File: config.mk
export PLATFORM = sky130hd
export DESIGN_NAME = map_scan_classifier
export DESIGN_NICKNAME = d
export VERILOG_FILES = /design/src/rtl/map_scan_classifier.sv
export SDC_FILE = /design/constraint.sdc
export NUM_CORES = 1
export LEC_CHECK = 0
export ABC_AREA = 1
export CAP_MARGIN = 20
export CORE_AREA = 2 2 62 108
export DETAILED_ROUTE_END_ITERATION = 10
export DIE_AREA = 0 0 64 110
export PLACE_DENSITY = 0.87
export SYNTH_ARGS = -nofsm -noshare
export SYNTH_HDL_FRONTEND = slang
export SYNTH_SLANG_ARGS = --single-unit
File: constraint.sdc
create_clock -name m_clock -period 1.4 [get_ports m_clock]
set_clock_uncertainty 0.1 [all_clocks]
set_input_delay 0.21 -clock m_clock [delete_from_list [all_inputs] [get_ports m_clock]]
set_output_delay 0.21 -clock m_clock [all_outputs]
set_load 0.005 [all_outputs]
File: src/rtl/map_scan_classifier.sv
// Streams one map frame cell by cell, classifies each cell, latches the first
// start/goal positions and reports wall/visited counts plus a map-valid verdict.
module map_scan_classifier #(
   parameter int unsigned       CELL_W     = 8,
   parameter int unsigned       IDX_W      = 8,
   parameter int unsigned       MAP_CELLS  = 256,
   parameter logic [CELL_W-1:0] START_CODE = CELL_W'(8'h7F),
   parameter logic [CELL_W-1:0] GOAL_CODE  = CELL_W'(8'h00)
) (
   input  logic              m_clock,
   input  logic              p_reset,
   input  logic              scan_go,
   input  logic              scan_abort,
   input  logic              in_valid,
   output logic              in_ready,
   input  logic [CELL_W-1:0] cell_in,
   output logic              busy,
   output logic              done,
   output logic [IDX_W-1:0]  cell_idx,
   output logic [CELL_W-1:0] data_out,
   output logic [IDX_W-1:0]  start_pos,
   output logic [IDX_W-1:0]  goal_pos,
   output logic              start_found,
   output logic              goal_found,
   output logic              dup_error,
   output logic              map_ok,
   output logic [IDX_W:0]    wall_count,
   output logic [IDX_W:0]    visit_count
);

   typedef enum logic [1:0] {
      IDLE    = 2'd0,
      SCAN    = 2'd1,
      DONE_ST = 2'd2
   } state_t;

   localparam logic [IDX_W-1:0] LAST_IDX = IDX_W'(MAP_CELLS - 1);
   localparam logic [IDX_W-1:0] IDX_ONE  = {{(IDX_W-1){1'b0}}, 1'b1};
   localparam logic [IDX_W:0]   CNT_ONE  = {{IDX_W{1'b0}}, 1'b1};

   state_t              state_r;
   logic                in_ready_r;
   logic                busy_r;
   logic                done_r;
   logic [IDX_W-1:0]    cell_idx_r;
   logic [CELL_W-1:0]   data_out_r;
   logic [IDX_W-1:0]    start_pos_r;
   logic [IDX_W-1:0]    goal_pos_r;
   logic                start_found_r;
   logic                goal_found_r;
   logic                dup_error_r;
   logic                map_ok_r;
   logic [IDX_W:0]      wall_count_r;
   logic [IDX_W:0]      visit_count_r;

   logic                accept_s;
   logic                last_s;
   logic                is_start_s;
   logic                is_goal_s;
   logic                is_wall_s;
   logic                is_visit_s;
   logic [IDX_W-1:0]    start_pos_n_s;
   logic [IDX_W-1:0]    goal_pos_n_s;
   logic                start_found_n_s;
   logic                goal_found_n_s;
   logic                dup_error_n_s;
   logic [IDX_W:0]      wall_count_n_s;
   logic [IDX_W:0]      visit_count_n_s;

   // Priority classification of the offered cell and the resulting next flag/count values
   always_comb begin
      accept_s        = in_valid & in_ready_r;
      last_s          = (cell_idx_r == LAST_IDX);
      is_start_s      = (cell_in == START_CODE);
      is_goal_s       = (cell_in == GOAL_CODE) & ~is_start_s;
      is_wall_s       = cell_in[CELL_W-1] & ~is_start_s & ~is_goal_s;
      is_visit_s      = (cell_in[CELL_W-2 -: 2] == 2'b10) & ~is_start_s & ~is_goal_s & ~is_wall_s;
      start_pos_n_s   = start_pos_r;
      goal_pos_n_s    = goal_pos_r;
      start_found_n_s = start_found_r;
      goal_found_n_s  = goal_found_r;
      dup_error_n_s   = dup_error_r;
      if (is_start_s) begin
         if (start_found_r) begin
            dup_error_n_s = 1'b1;
         end else begin
            start_found_n_s = 1'b1;
            start_pos_n_s   = cell_idx_r;
         end
      end else begin
         start_found_n_s = start_found_r;
      end
      if (is_goal_s) begin
         if (goal_found_r) begin
            dup_error_n_s = 1'b1;
         end else begin
            goal_found_n_s = 1'b1;
            goal_pos_n_s   = cell_idx_r;
         end
      end else begin
         goal_found_n_s = goal_found_r;
      end
      if (is_wall_s) begin
         wall_count_n_s = wall_count_r + CNT_ONE;
      end else begin
         wall_count_n_s = wall_count_r;
      end
      if (is_visit_s) begin
         visit_count_n_s = visit_count_r + CNT_ONE;
      end else begin
         visit_count_n_s = visit_count_r;
      end
   end

   // Scan FSM; every output is a register updated here
   always_ff @(posedge m_clock) begin
      if (!p_reset) begin
         state_r       <= IDLE;
         in_ready_r    <= 1'b0;
         busy_r        <= 1'b0;
         done_r        <= 1'b0;
         cell_idx_r    <= '0;
         data_out_r    <= '0;
         start_pos_r   <= '0;
         goal_pos_r    <= '0;
         start_found_r <= 1'b0;
         goal_found_r  <= 1'b0;
         dup_error_r   <= 1'b0;
         map_ok_r      <= 1'b0;
         wall_count_r  <= '0;
         visit_count_r <= '0;
      end else begin
         case (state_r)
            IDLE: begin
               done_r <= 1'b0;
               if (scan_go) begin
                  state_r       <= SCAN;
                  in_ready_r    <= 1'b1;
                  busy_r        <= 1'b1;
                  cell_idx_r    <= '0;
                  start_found_r <= 1'b0;
                  goal_found_r  <= 1'b0;
                  dup_error_r   <= 1'b0;
                  map_ok_r      <= 1'b0;
                  wall_count_r  <= '0;
                  visit_count_r <= '0;
               end
            end
            SCAN: begin
               // Abort wins over a same-cycle acceptance; partial results are kept
               if (scan_abort) begin
                  state_r    <= IDLE;
                  in_ready_r <= 1'b0;
                  busy_r     <= 1'b0;
               end else if (accept_s) begin
                  data_out_r    <= cell_in;
                  start_pos_r   <= start_pos_n_s;
                  goal_pos_r    <= goal_pos_n_s;
                  start_found_r <= start_found_n_s;
                  goal_found_r  <= goal_found_n_s;
                  dup_error_r   <= dup_error_n_s;
                  wall_count_r  <= wall_count_n_s;
                  visit_count_r <= visit_count_n_s;
                  if (last_s) begin
                     state_r    <= DONE_ST;
                     in_ready_r <= 1'b0;
                     busy_r     <= 1'b0;
                     done_r     <= 1'b1;
                     cell_idx_r <= '0;
                     map_ok_r   <= start_found_n_s & goal_found_n_s & ~dup_error_n_s;
                  end else begin
                     cell_idx_r <= cell_idx_r + IDX_ONE;
                  end
               end
            end
            DONE_ST: begin
               state_r <= IDLE;
               done_r  <= 1'b0;
            end
            default: begin
               state_r    <= IDLE;
               in_ready_r <= 1'b0;
               busy_r     <= 1'b0;
               done_r     <= 1'b0;
            end
         endcase
      end
   end

   assign in_ready    = in_ready_r;
   assign busy        = busy_r;
   assign done        = done_r;
   assign cell_idx    = cell_idx_r;
   assign data_out    = data_out_r;
   assign start_pos   = start_pos_r;
   assign goal_pos    = goal_pos_r;
   assign start_found = start_found_r;
   assign goal_found  = goal_found_r;
   assign dup_error   = dup_error_r;
   assign map_ok      = map_ok_r;
   assign wall_count  = wall_count_r;
   assign visit_count = visit_count_r;

endmodule
After elaboration in Yosys (flattened, before gate mapping)
Index checks and enable logic that the tools add are counted.
{"block": "classes", "n_addsub": 3, "bitwise_logic": 17, "mux": 44, "reduce_logical": 14, "eq_ne": 13}
{"op": "9-bit 2-to-1 mux", "n": 7}
{"op": "9-bit case mux with 2 select lines", "n": 2}
{"op": "8-bit 2-to-1 mux", "n": 4}
{"op": "5-bit AND reduction", "n": 5}
{"op": "1-bit 2-to-1 mux", "n": 20}
{"op": "9-bit by 1-bit adder with 9-bit output (second input constant)", "n": 2}
{"op": "8-bit case mux with 2 select lines", "n": 1}
{"op": "2-bit inequality test (second input constant)", "n": 6}
{"op": "1-bit AND", "n": 9}
{"op": "3-bit AND reduction", "n": 3}
{"op": "8-bit by 1-bit adder with 8-bit output (second input constant)", "n": 1}
{"op": "8-bit by 7-bit == test with 1-bit output (second input constant)", "n": 1}
{"op": "8-bit == test (second input constant)", "n": 1}
{"op": "8-bit logical NOT", "n": 1}
{"op": "2-bit 2-to-1 mux", "n": 4}
{"op": "1-bit inverter", "n": 8}
{"op": "1-bit case mux with 2 select lines", "n": 4}
{"op": "4-bit AND reduction", "n": 2}
{"op": "3-bit inequality test (second input constant)", "n": 2}
{"op": "2-bit == test (second input constant)", "n": 2}
{"op": "2-bit case mux with 2 select lines", "n": 1}
{"op": "1-bit case mux with 3 select lines", "n": 1}
{"op": "2-bit by 1-bit == test with 1-bit output (second input constant)", "n": 1}
{"op": "2-bit logical NOT", "n": 1}
{"op": "other kinds (2)", "n": 2}
{"block": "word_totals", "word_cells": 104, "register_bits": 58, "out_inout_bits": 57, "inputBits": 13}

Longest topological paths before layout
Gate-level depths: netlist of the first run.
{"block": "logic_depth", "word_depth": 11, "depth_mapped": 11, "ltp_nobuf": 11}

Worst setup path after synthesis of the first run
OpenSTA, ideal clock, no wires.
{"block": "synth_timing", "path_type": "reg-to-reg", "from": "reg cell_idx_r[1], in the netlist cell_idx[1]", "to": "reg cell_idx_r[7], in the netlist cell_idx[7]", "slack_ps": -51, "arrival_ps": 1234, "period_less_slack_ps": 1451, "n_path_buf": 0, "stages_incl_launch_ff": 9, "path_cell_list": "dfxtp_1 > ha_1 > inv_1 > nor3_1 > nand2_1 > nand3_1 > nand2_1 > a21oi_1 > nor2_1"}
{"block": "synth_between", "elab_chain_len": 5, "elab_cells_between_ends": 6}
{"element": "from (decl)", "line": "45", "text": "logic [IDX_W-1:0] cell_idx_r;"}
{"element": "from (signal assigned)", "line": "172", "text": "cell_idx_r <= cell_idx_r + IDX_ONE;"}
{"element": "8-bit by 1-bit adder with 8-bit output / 8-bit == test (equally long branches)", "line": "172, 73"}
{"element": "8-bit 2-to-1 mux (*)", "line": "164", "text": "if (last_s) begin"}
{"element": "8-bit 2-to-1 mux (*)", "line": "155", "text": "end else if (accept_s) begin"}
{"element": "8-bit 2-to-1 mux (*)", "line": "151", "text": "if (scan_abort) begin"}
{"element": "8-bit case mux with 2 select lines (*)", "line": "133", "text": "case (state_r)"}
Mark *: on every way between the ends. The rest lies on a longest branch, timed or not. The select of a mux whose other input is x is not followed.
A chain may end at the register's enable or synchronous reset.

Worst setup path after layout of the first run
{"block": "layout_timing", "from": "reg state_r[1]", "to": "reg start_pos_r[3], in the netlist start_pos[3]"}
{"block": "layout_between", "elab_chain_len": 2}
{"element": "from (decl)", "line": "41", "text": "state_t state_r;"}
{"element": "from (signal assigned)", "line": "118", "text": "state_r <= IDLE;"}
{"element": "from (signal assigned)", "line": "137", "text": "state_r <= SCAN;"}
{"element": "from (signal assigned)", "line": "152", "text": "state_r <= IDLE;"}
{"element": "2-bit by 1-bit == test with 1-bit output", "line": "133"}
{"element": "5-bit AND reduction (no source line)"}
{"element": "to (signal assigned)", "line": "157", "text": "start_pos_r <= start_pos_n_s;"}
{"element": "to (decl)", "line": "47", "text": "logic [IDX_W-1:0] start_pos_r;"}
Every way passes these cells.

==> metrics, run 1 <==
first-pass GRT wire length 16.6 mm; Switching Fraction 27.8%; Cell variety after synth 31; worst skew pair latency 360 ps; Clock Path Buffers 2; final layout net count 541; Power Total 3930 uW; I/O Pins 70; number of synthesized register bits between 50 and 60; Cell Pwr Density slightly above 800 mW/mm^2; Syn Nets 387; antenna violations before repair 0; most numerous cell on the critical path buf_12; GRT Util Overall about 31%; CP bufs+invs 5; Hold Violations, Final 0; failing checks setup timing; synthesis-to-finish area growth 83.6%; Psw 1090 uW; sequential area share after synthesis a little over two fifths; required time worst endpoint 1570 ps; CP max FO 10; Max Freq between 500 and 600 MHz; post-route setup slack -403 ps; P_int 2840 uW; max_cap viols 0; vias in the first global route ~3500; GRT overflow 0; CP max-delay cell dfxtp_2; Initial Utilization 43.1%; worst min-delay path class in -> reg; unrepaired setup endpoints after global routing yes; wire per inst 21.0 um; H-tree levels 3; PortBufs 69; Top delay family on crit path buffers and inverters; Clock Sinks 58; crit path cell chain inv_2, nand2_4, buf_6, inv_6, nand3_4, buf_12, nor3_4, buf_12, o21ai_2, a21oi_1; fill cell count 352; Vias 3564; CTS tree done; Tightest Pin Transition 388 ps; Worst slew margin 73.9%; final WL 12.8 mm; Post-synth EDFFs 0; Crit. End Element register; WP data arrival 1970 ps; vias per cell 5.86; TritonCTS buffer count 9; core area between 0.006 and 0.007 sq mm; share of cells above drive strength 1 44.3%; DRT iter0 DRCs 399; async set-reset flop share out of synthesis 0%; Leak 0.00224 uW; Die Width 64 um; crit start category register; minimum hold slack 331 ps; synthesized area per cell 7.12 sq um; period utilization 129%; min cycle time layout 1800 ps; # diodes 0; Worst VDD drop 0.00101 V; Seq pwr share 42.9%; worst setup path class reg -> reg; power share of the clock group 40.7%; endpoints failing setup 62; YS warnings 0; multi-input logic area 0.00175 sq mm; HPWL after DPL 5.64 mm; mapped cell area 0.00264 sq mm; register area 0.00120 sq mm; pre-CTS WS -512 ps; die height 110 um; CP max stage delay between 300 and 400 ps; Mapped Cells 371; drt first pass iters 7; Top FF cell, synth dfxtp_1; Reg clk slew, reported paths 70 ps; combinational share of power between 10% and 20%; die area ~0.0070 sq mm; remaining antenna violation count 0; row cnt 38; outcome complete, but fails checks; Final Max Tran Viols 0; Residual DRC 0; largest net degree at the start of global routing 29; GPL Wtd Cong 0.894; Root Driver clkbuf_8
==> path summary, 6_finish.rpt <==
path,from,end,slack [ps],depth (start not counted)
worst max-delay path,state_r[1],start_pos[3],-400,10
worst min-delay path,in_valid,state_r[0],330,5
worst max register to register,state_r[1],start_pos[3],-400,10
worst min register to register,goal_pos[5],goal_pos[5],350,2
==> sequential cells by signal, summed over array words and instances (netlist names) <==
register     count
wall_count       9
visit_count      9
cell_idx         8
data_out         8
map_ok           1
busy             1
start_pos        8
done             1
state_r          2
start_found      1
goal_pos         8
goal_found       1
dup_error        1
==> cells in the mapped netlist, types with 2 or more instances <==
cell type,n,area [sq um]
buf_2,2,10.0
nor3_4,2,32.5
nor3_1,5,25.0
nand4_1,6,37.5
buf_4,3,22.5
nand3_1,19,95.1
clkbuf_1,4,15.0
inv_2,2,7.51
inv_1,43,161
dfxtp_1,58,1160
a21o_1,2,15.0
nor2_1,70,263
nand2_2,8,50.1
ha_1,3,37.5
o21ai_0,34,170
nand2_1,62,233
a21oi_1,30,150
nand3_2,2,20.0
a31oi_1,2,12.5
xor2_1,3,26.3
==> per-layer routing <==
| layer | wire length, um | track usage (%) | vias to the layer above | share of wire (%) |
|---|---|---|---|---|
| li1 | - | - | 1513 | - |
| met1 | 3990 | 26.9 | 1651 | 31 |
| met2 | 6630 | 60.0 | 288 | 52 |
| met3 | 946 | 5.69 | 112 | 7.4 |
| met4 | 1210 | 25.3 | 0 | 9.4 |
| met5 | 0 | 0 | - | 0 |
==> what timing repair did <==
| item | 4_1_cts | 5_1_grt |
|---|---|---|
| cloned | 2 | 0 |
| endpoints found under the setup margin | 103 | 59 |
| resized for setup | 199 | 76 |
| pin swaps | 30 | 36 |
| hold buffers | 0 | 0 |
| setup buffers | 26 | 12 |
==> power by group through the flow <==
stage / sequential [uW] / combinational (uW) / clock, uW
final: 1690 / 645 / 1600
after global routing: 1690 / 670 / 1660
after CTS: 1680 / 487 / 1530
after detailed placement: 1720 / 382 / 0
after global placement: 1720 / 370 / 0
after floorplan: 1720 / 182 / 0
==> worst min-delay path: cells and delay by family <==
kind	cells	cell delay, ps
buffers and inverters	2	260
AO/OA/AOI/OAI	1	90
AND/OR/NAND/NOR	2	170
==> metrics by stage <==
step	cells	utilization, %	cell area [sq um]	TNS [ps]
floorplan	371	-	2650	0
global placement	558	61.3	3760	-18990
detailed placement	558	61.3	3760	-21900
CTS	600	73.1	4480	-2390
global route	608	79.1	4850	-13790
finish	608	79.1	4850	-10790
==> placed cells by master (no fill, tap or decap), types with 3 or more instances in the layout <==
master | netlist | final
buf_4 | 3 | 59
nor2_1 | 70 | 57
dlygate4sd2_1 | 0 | 55
nand2_1 | 62 | 43
inv_1 | 43 | 38
dfxtp_2 | 0 | 32
dfxtp_1 | 58 | 25
buf_6 | 1 | 18
o21ai_2 | 0 | 16
a21oi_1 | 30 | 15
nand2_2 | 8 | 13
a21oi_2 | 0 | 13
o21ai_1 | 1 | 11
clkbuf_8 | 0 | 11
nand3_1 | 19 | 10
clkdlybuf4s50_1 | 0 | 10
nor2_2 | 1 | 9
nand2_4 | 0 | 9
o21ai_0 | 34 | 8
nand3_2 | 2 | 7
nand4_1 | 6 | 6
nand3_4 | 1 | 5
nand2_8 | 0 | 5
nor2_4 | 0 | 5
buf_12 | 0 | 4
inv_2 | 2 | 3
inv_6 | 0 | 3
nor3_4 | 2 | 3
nor3_2 | 0 | 3
clkdlybuf4s15_1 | 0 | 3
==> cells by family after synthesis <==
group	share of synthesized area, %
DFF	44.0
adders and majority gates	1.42
buffers and inverters	8.62
AOI/OAI and AO/OA	14.8
xor gates and xnor gates	0.995
and+or+nand+nor	30.2
==> layout make-up <==
cell class | count | area share, %
clock buffers | 11 | 3.12
clock inverters | 3 | 0.826
well taps | 80 | 2.06
inverters | 45 | 3.95
multi-input cells | 258 | 36.2
repair buffers | 153 | 29.0
flip-flops and latches | 58 | 24.8
No activity file was read; power rests on OpenSTA's default activity.
==> inputs of run 2 (changes only) <==
Settings changed: CORE_AREA 2 2 62 108 to 2 2 65 113, DIE_AREA 0 0 64 110 to 0 0 67 115, PLACE_DENSITY 0.87 to 0.78.
Clock period 1.4 ns to 1.93 ns, I/O delays scaled along.
==> run 2 against run 1 <==
The flow now finishes without violations. Routed wire length shrank 46%. Setup slack gained 610 ps. Flip-flop and latch count is the same. Sequential share of layout area grew 5.4 points. Critical path type is now reg -> out. Largest cell class unchanged. Largest power group is now the clock network.
==> metrics, run 2 (synthesized netlist as in run 1, its figures left out) <==
crit start category register; stages on the worst setup path 1 (-9); Max Freq 579 MHz; Leak 0.00149 uW (-34%); Hold Violations, Final 0 (unchanged); # diodes 0 (unchanged); Worst slew margin 75.8% (+1.9 points); hold path startpoint goal_pos[4]; Cell Pwr Density 784 mW/mm^2 (-3.3%); combinational share of power 8.3% (-8.1 points); post-CTS setup buffer count 0 (-100%); met2 wire len 3.82 mm (-42%); first-pass GRT wire length 11.6 mm (-30%); crit path cell chain clkdlybuf4s50_1; required time worst endpoint 1540 ps (-30 ps); CP max stage delay 550 ps (+210 ps); Power Total 3010 uW (-24%); wire per inst 12.5 um (-40%); H-tree levels 3 (unchanged); Root Driver clkbuf_16; Worst Reg-to-Reg Cells 8 (-2); Clock Path Buffers 2 (unchanged); endpoints failing setup 0 (-100%); CTS tree done; met3 WL post-DR 271 um (-71%); period utilization 89.4%; drt first pass iters 4 (-3); PortBufs 69 (unchanged); worst skew pair latency 320 ps (-40 ps); final WL 6.88 mm (-46%); Seq pwr share 40.8% (-2.1 points); P_int 2350 uW (-17%); Switching Fraction 22.0% (-5.8 points); Hold-fix buffers, CTS 0 (unchanged); outcome finished, final reports clean; Reg clk slew, reported paths 50 ps (-20 ps); largest net degree at the start of global routing 19 (-34%); worst min-delay path class reg -> reg; Top delay family on crit path buffers and inverters; Post-CTS Resized 0 (-100%); Hold Path Sink goal_pos[4]; synthesis-to-finish area growth 45.2%; GRT Util Overall 19.6% (-11 points); Tightest Pin Transition 362 ps (-25.5 ps); worst setup path class reg -> out; Crit. End Element primary output; final layout net count 478 (-12%); WP data arrival 1340 ps (-630 ps); CP max FO 8 (-2); Clock Sinks 58 (unchanged); antenna violations before repair 0 (unchanged); vias per cell 4.96 (-15%); die area 0.00771 sq mm (+9.4%); r2r setup slk 270 ps (+670 ps); Psw 661 uW (-39%); DRT iter0 DRCs 117 (-71%); wl on met1 2.64 mm (-34%); power share of the clock group 50.9% (+10 points); Die Width 67 um (+4.7%); min cycle time layout 1730 ps; die height 115 um (+4.5%); core area 0.00681 sq mm (+11%); remaining antenna violation count 0 (unchanged); most frequent cells in the layout 70 x nor2_1, 69 x clkdlybuf4s50_1, 62 x nand2_1; TritonCTS buffer count 9 (unchanged); share of cells above drive strength 1 10.9% (-33 points); placed inst area 0.00355 sq mm (-5.6%); HPWL after DPL 5.28 mm (-6.3%); Vias 2728 (-23%); most common cell after layout, fill and taps aside nor2_1; capture point of the worst reg-to-reg path cell_idx[7]; max_cap viols 0 (unchanged); Top Layer Used met4; vias in the first global route 2599 (-25%); fill cell count 654 (+86%); unrepaired setup endpoints after global routing no; CP bufs+invs 1 (-4); worst r2r src cell_idx[1]; Initial Utilization 38.8% (-4.3 points); hold depth 2 (-3); Worst VDD drop 0.000709 V (-30%); post-route design area 0.00383 sq mm (-21%); GPL Wtd Cong 0.884 (-1.1%); row cnt 40 (+5.3%); CP max-delay cell clkdlybuf4s50_1; GRT overflow 0 (unchanged); Residual DRC 0 (unchanged); I/O Pins 70 (unchanged); Final Max Tran Viols 0 (unchanged)
run 2: cell count changes in the layout (fill, tap and decap cells not counted), sizes merged:
cell,before,now
dlymetal6s2s,1,0
clkdlybuf4s15,3,0
clkdlybuf4s50,10,69
clkbuf,11,12
dlygate4sd2,55,0
buf,84,21
run 2: power by group through the flow:
stage	Clock (uW)	Sequential [uW]	Combinational [uW]
5_1_grt	1600	1230	278
6_report	1530	1230	249
4_1_cts	1550	1230	251
3_5_place_dp	0	1250	249
3_3_place_gp	0	1250	245
2_1_floorplan	0	1250	131
run 2: worst max path at each step:
stage / from / endpoint
finish: cell_idx[4] / cell_idx[4]
CTS: cell_idx[4] / cell_idx[4]
global route: cell_idx[1] / cell_idx[7]
global placement: in_valid / start_pos[1]
floorplan: cell_idx[1] / cell_idx[7]
detailed placement: in_valid / start_pos[6]
run 2: per-layer routing:
| metal | up-vias | GRT usage (%) |
|---|---|---|
| met2 | 56 | 36.7 |
| met5 | - | 0 |
| met3 | 13 | 4.70 |
| met4 | 0 | 8.98 |
| met1 | 1279 | 19.6 |
| li1 | 1380 | - |
run 2: final cells by class:
cell class	instances	area [sq um]	area share (%)
Inverter	45	169	4.40
Clock buffer	12	246	6.43
Timing Repair Buffer	90	861	22.4
Tap cell	84	105	2.74
Clock inverter	3	40.0	1.04
Sequential cell	58	1160	30.3
Multi-Input combinational cell	258	1250	32.7
run 2: worst register-to-register path: stages, from the launching register on:
cell     delay [ps]
dfxtp_1         430
ha_1            260
inv_1            50
nor3_1          240
nand2_1         130
nand3_1          90
nand2_1          70
a21oi_1         120
nor2_1           50
run 2: stage by stage:
step | setup TNS, ps | utilization (%) | worst slack, ps | std cells | hold slack [ps]
6_report | 0 | 56.3 | 204 | 550 | 341
3_5_place_dp | -277 | 52.1 | -74.3 | 535 | 335
5_1_grt | 0 | 56.3 | 85.6 | 550 | 356
4_1_cts | 0 | 56.3 | 187 | 550 | 342
2_1_floorplan | 0 | - | 479 | 371 | 340
3_3_place_gp | 0 | 52.1 | 11.5 | 535 | 330
